<file path="src/rtl/mcu_packet_scheduler.sv">
// rtl/mcu_packet_scheduler.sv - double-buffered sensor packet publisher for the MCU SPI slave
//
// Ports:
//   clk            system clock
//   reset          synchronous, active-high reset
//   cs_n           raw MCU chip select (asynchronous, active low)
//   pkt_valid      one-cycle strobe, pkt_in holds a complete packet
//   pkt_in         incoming packet, byte 0 is the header
//   pkt_out        front buffer feeding the SPI slave shifter
//   data_ready     high while the front buffer holds an unread packet
//   seq_num        sequence number of the current front packet
//   overrun_count  saturating count of lost packets
//   bad_hdr_count  saturating count of packets dropped for a bad header
//
// Build option: MCU_TEST_PATTERN_EN loads a fixed pattern (AA,11,22,...,DD)
// into the back buffer on every good packet instead of pkt_in bytes 1-15.

module mcu_packet_scheduler #(
    parameter int         PACKET_SIZE   = 16,
    parameter logic [7:0] HEADER_BYTE   = 8'hAA,
    parameter int         SETTLE_CYCLES = 4
) (
    input  logic                        clk,
    input  logic                        reset,
    input  logic                        cs_n,
    input  logic                        pkt_valid,
    input  logic [PACKET_SIZE-1:0][7:0] pkt_in,
    output logic [PACKET_SIZE-1:0][7:0] pkt_out,
    output logic                        data_ready,
    output logic [15:0]                 seq_num,
    output logic [7:0]                  overrun_count,
    output logic [7:0]                  bad_hdr_count
);

    localparam int CW = $clog2(SETTLE_CYCLES + 1);

    typedef enum logic [1:0] {IDLE, READY, XFER, SETTLE} state_t;

    state_t                      state, state_nx;
    logic                        cs_meta, cs_s, cs_prev;
    logic                        cs_fall, cs_rise;
    logic [PACKET_SIZE-1:0][7:0] back;
    logic [PACKET_SIZE-1:0][7:0] load_pkt;
    logic [PACKET_SIZE-1:0][7:0] swap_pkt;
    logic                        pending;
    logic [CW-1:0]               settle_cnt;
    logic                        good_pkt, bad_pkt;
    logic                        do_swap, clr_ready, load_settle, dec_settle;
    logic                        ovr_evt;
    logic [15:0]                 seq_next;

    assign cs_fall  = cs_prev & ~cs_s;
    assign cs_rise  = ~cs_prev & cs_s;
    assign good_pkt = pkt_valid && (pkt_in[0] == HEADER_BYTE);
    assign bad_pkt  = pkt_valid && (pkt_in[0] != HEADER_BYTE);
    assign seq_next = seq_num + 16'd1;

    // A swap that coincides with a new packet reads the old back buffer, so
    // the new packet is not lost and is not counted as an overrun.
    assign ovr_evt = (good_pkt && pending && !do_swap) || (do_swap && data_ready);

`ifdef MCU_TEST_PATTERN_EN
    always_comb begin
        load_pkt    = '0;
        load_pkt[0] = pkt_in[0];
        for (int k = 1; k < PACKET_SIZE; k++) begin
            load_pkt[k] = 8'(k * 17);
        end
    end
`else
    assign load_pkt = pkt_in;
`endif

    // The front packet carries its own sequence number, MSB first.
    always_comb begin
        swap_pkt                = back;
        swap_pkt[PACKET_SIZE-2] = seq_next[15:8];
        swap_pkt[PACKET_SIZE-1] = seq_next[7:0];
    end

    always_comb begin
        state_nx    = state;
        do_swap     = 1'b0;
        clr_ready   = 1'b0;
        load_settle = 1'b0;
        dec_settle  = 1'b0;
        case (state)
            IDLE, READY: begin
                // A starting transfer wins over a pending swap so the shifter
                // never sees the buffer change under an asserted chip select.
                if (cs_fall) begin
                    state_nx  = XFER;
                    clr_ready = 1'b1;
                end else if (pending) begin
                    state_nx = READY;
                    do_swap  = 1'b1;
                end
            end
            XFER: begin
                if (cs_rise) begin
                    state_nx    = SETTLE;
                    load_settle = 1'b1;
                end
            end
            SETTLE: begin
                if (cs_fall) begin
                    state_nx = XFER;
                end else if (settle_cnt == '0) begin
                    state_nx = IDLE;
                end else begin
                    dec_settle = 1'b1;
                end
            end
            default: state_nx = IDLE;
        endcase
    end

    always_ff @(posedge clk) begin
        if (reset) begin
            cs_meta       <= 1'b1;
            cs_s          <= 1'b1;
            cs_prev       <= 1'b1;
            state         <= IDLE;
            settle_cnt    <= '0;
            back          <= '0;
            pending       <= 1'b0;
            pkt_out       <= '0;
            data_ready    <= 1'b0;
            seq_num       <= 16'd0;
            overrun_count <= 8'd0;
            bad_hdr_count <= 8'd0;
        end else begin
            cs_meta <= cs_n;
            cs_s    <= cs_meta;
            cs_prev <= cs_s;
            state   <= state_nx;

            if (load_settle) begin
                settle_cnt <= CW'(SETTLE_CYCLES - 1);
            end else if (dec_settle) begin
                settle_cnt <= settle_cnt - 1'b1;
            end

            if (do_swap) begin
                pkt_out    <= swap_pkt;
                seq_num    <= seq_next;
                data_ready <= 1'b1;
            end else if (clr_ready) begin
                data_ready <= 1'b0;
            end

            if (good_pkt) begin
                back    <= load_pkt;
                pending <= 1'b1;
            end else if (do_swap) begin
                pending <= 1'b0;
            end

            if (bad_pkt && bad_hdr_count != 8'hFF) begin
                bad_hdr_count <= bad_hdr_count + 8'd1;
            end
            if (ovr_evt && overrun_count != 8'hFF) begin
                overrun_count <= overrun_count + 8'd1;
            end
        end
    end

endmodule

</file>
<file path="config.mk">
export PLATFORM = sky130hd
export DESIGN_NAME = mcu_packet_scheduler
export DESIGN_NICKNAME = d
export VERILOG_FILES = /design/src/rtl/mcu_packet_scheduler.sv
export SDC_FILE = /design/constraint.sdc
export NUM_CORES = 1
export LEC_CHECK = 0
export ABC_AREA = 1
export BUFFER_PORTS_ARGS = -buffer_cell sky130_fd_sc_hd__buf_2
export CAP_MARGIN = 20
export CORE_UTILIZATION = 55
export DETAILED_ROUTE_END_ITERATION = 12
export GPL_ROUTABILITY_DRIVEN = 0
export GPL_TIMING_DRIVEN = 1
export PLACE_DENSITY = 0.84
export SLEW_MARGIN = 20
export SYNTH_ARGS = -nofsm -noshare
export SYNTH_HDL_FRONTEND = slang
export SYNTH_SLANG_ARGS = --single-unit
export TNS_END_PERCENT = 10
</file>
<file path="constraint.sdc">
create_clock -name clk -period 2.6 [get_ports clk]
set_input_delay 0.13 -clock clk [delete_from_list [all_inputs] [get_ports clk]]
set_output_delay 0.13 -clock clk [all_outputs]
set_load 0.02 [all_outputs]
</file>
==> impl_metrics.yaml <==
run_status:
  outcome: "finished, final reports clean"
pwr:
  ir_drop_v: 0.000576
  p_total_mw: 8.15
  leakage_nw: 5.64
  power.density_nw_per_um2: 629
  power_frac_comb: 0.047
  swShare: 0.209
  pwr-share-clk: 0.450
  p_int_mw: 6.44
  p_switching_mw: 1.71
  seqPwrFrac: 0.503
synth:
  synth_warnings: 0
  syn_area_per_cell_um2: 8.35
  synth_top_area_frac: 0.546
  syn_area_um2: 9760
  yosys_most_used_dff: "dfxtp_1"
  async_reset_ff_frac: 0
  syn_inst: 1168
  synth_commonest_cells: "266 x dfxtp_1, 245 x a21oi_1, 221 x o21ai_0"
  syn_nets: 1305
  synth_seq_area_share: 0.546
  synth_edf_count: 0
  synth_cell_types: 34
  ys_seq_elements: 266
  netlist_top_cells_area: "dfxtp_1 55%, a21oi_1 13%, o21ai_0 11%, inv_1 5.8%, nand2_1 2.9%"
  synth_most_common_cell: "dfxtp_1"
  yosysTopAreaCell: "dfxtp_1"
timing:
  worst_slew_margin_rel: 0.664
  worst_pin_slew_ns: 0.505
  rsz0062_at_grt: "no"
  setup-tns-final_ns: 0
  fmax_ghz: 0.519
  skew_ns: 0.0173
  fin_crit_sh: 0.741
  setup_violations: 0
  finalHoldViolCount: 0
  fin_hold_ws_ns: 0.0832
  fin_crit_ns: 1.93
  drv_slew: 0
detailed_routing:
  wl_per_cell_um: 16.0
  ant_nets: 0
  drc: 0
  firstDrtPassIters: 7
  drt_wl_total_mm: 27.8
  first_iter_violations: 700
  vias: 9320
  vias_per_cell: 5.37
clocking:
  cts_resized: 0
  cts_hold_buf: 105
  cts.sinks: 266
  cts_tree: "done"
  root_buffer: "clkbuf_16"
  path_clk_slew_ns: 0.06
  cts-buffers-inserted: 26
  cts_setup_buffers: 0
  clk_latency_ns: 0.52
  htreeDepth: 1
  ctsLongestPathBuffers: 3
floorplan:
  die_h_um: 135
  core_um2: 17300
  start_util: 0.564
  die_area_um2: 18300
  die_x_um: 135
  rows: 48
  num_io_pins: 293
grt:
  grtUsageMet2: 0.517
  grt_first_pass_wirelength_mm: 43.3
  use_met3: 0.0670
  grt_overflow_total: 0
  grt_max_degree: 77
  grt_usage: 0.293
  grt_pass1_vias: 8887
  antenna_found_initial: 0
  grt-busiest-layer: "met2"
  use_met1: 0.339
worst_setup_path:
  slowest_delay_ns: 0.38
  crit_buf_inv: 1
  cp_slowest_cell: "dfxtp_1"
  critical_path_class: "flip-flop to flip-flop"
  r2r-start: "cs_s$_SDFF_PP1_"
  rr_endpoint: "overrun_count[6]$_SDFFE_PP0P_"
  crit_fanout: 68
  r2r_setup_slack_ns: 0.67
  r2r_cells: 9
  critical_path_required_ns: 2.97
  worstPathArrival_ns: 2.30
  end_kind: "flip-flop"
  critPathTopFamily: "simple AND/OR/NAND/NOR gates"
  startpoint_type: "flip-flop"
  critical_path.cell_chain: "nor2_4 > nor2_4 > nand2_8 > inv_6 > nand2_1 > nand2_2 > nand2_2 > nand2_1 > a21oi_1"
finish:
  stdcell_area_um2: 13000
  synthToLayoutAreaGrowth_pct: 32.8
  final_core_util: 0.749
  final_net_count: 1630
  drive_gt1_frac: 0.229
  fillers: 1129
place:
  port_buffers: 276
  dp_hpwl_mm: 14.5
  placed_cell_area_um2: 11100
hold_path:
  worstHoldPathCells: 4
  hold_class: "primary input to flip-flop"
  worstHoldStart: "reset"
  worstHoldEndpoint: "back[107]$_SDFFE_PP0P_"
run:
  cap_violations: 0
-- cell families (layout without fill, tap and decap cells) --
group / Yosys count / after routing / share of synthesized area
flops: 266 / 266 / 0.546
xor+xnor: 15 / 15 / 0.0135
other cells: 0 / 1 / 0
fa+ha+maj: 5 / 5 / 0.00641
compound gates: 480 / 480 / 0.250
simple gates: 155 / 155 / 0.0721
buf+inv: 247 / 589 / 0.113
-- layer usage --
metal	vias up	part of all wire
met1	4296	0.38
met2	445	0.49
met5	-	0
met4	0	0.038
li1	4484	-
met3	95	0.084
-- area by class of cell --
type	count	area [µm²]	share of cell area
Inverter	152	578	0.0446
Clock buffer	42	822	0.0634
Antenna cell	1	2.50	0.000193
Clock inverter	3	15.0	0.00116
Timing Repair Buffer	392	2590	0.200
Tap cell	225	282	0.0217
Sequential cell	266	5330	0.411
Multi-Input combinational cell	655	3350	0.258
-- cells in the final DEF (no fill, tap or decap), types with 2 or more instances in the layout --
cell type	instances
a21oi_1	245
a21oi_2	5
buf_12	6
buf_2	276
buf_4	5
clkbuf_1	6
clkbuf_16	27
clkbuf_8	9
clkinv_2	3
dfxtp_1	266
dlygate4sd3_1	105
ha_1	5
inv_1	149
nand2_1	76
nand2_2	2
nand2_8	2
nand3_1	24
nand3b_1	2
nand4_1	4
nor2_1	30
nor2_4	3
nor3_1	6
o21ai_0	221
o21ai_1	5
or2_2	2
xnor2_1	5
xor2_1	10
-- power groups by stage --
stage	registers, mW	clock network, mW	logic [mW]
floorplan	4.19	0	0.115
global placement	4.19	0	0.232
detailed placement	4.19	0	0.237
CTS	4.10	3.69	0.363
global route	4.10	3.86	0.415
finish	4.10	3.67	0.384
-- worst max-delay path by stage --
stage,from,endpoint,slack (ns),cells past startpoint
final,cs_s$_SDFF_PP1_,overrun_count[6]$_SDFFE_PP0P_,0.67,9
after global routing,cs_prev$_SDFF_PP1_,overrun_count[6]$_SDFFE_PP0P_,0.52,10
after CTS,cs_prev$_SDFF_PP1_,overrun_count[6]$_SDFFE_PP0P_,0.67,10
after detailed placement,cs_prev$_SDFF_PP1_,overrun_count[7]$_SDFFE_PP0P_,0.72,10
after global placement,cs_prev$_SDFF_PP1_,overrun_count[1]$_SDFFE_PP0P_,0.77,10
after floorplan,overrun_count[0]$_SDFFE_PP0P_,overrun_count[6]$_SDFFE_PP0P_,1.05,7
-- state kept, by name, summed over array words and instances, names as in the netlist --
name,count
back,112
state,2
cs_prev,1
settle_cnt,3
cs_s,1
cs_meta,1
overrun_count,8
pkt_out,127
seq_num,1
data_ready,1
bad_hdr_count,8
pending,1
-- worst reg2reg max path, cell delays in order (launching register included) --
cell and delay (ns):
dfxtp_1 0.38, nor2_4 0.07, nor2_4 0.15, nand2_8 0.13, inv_6 0.39, nand2_1 0.12
nand2_2 0.22, nand2_2 0.16, nand2_1 0.11, a21oi_1 0.07
-- metrics by stage --
step	setup WS, ns	std cells
3_5_place_dp	0.721	1585
5_1_grt	0.517	1735
3_3_place_gp	0.770	1585
6_report	0.674	1736
4_1_cts	0.668	1735
2_1_floorplan	1.05	1168
No activity file was read; power rests on OpenSTA's default activity.
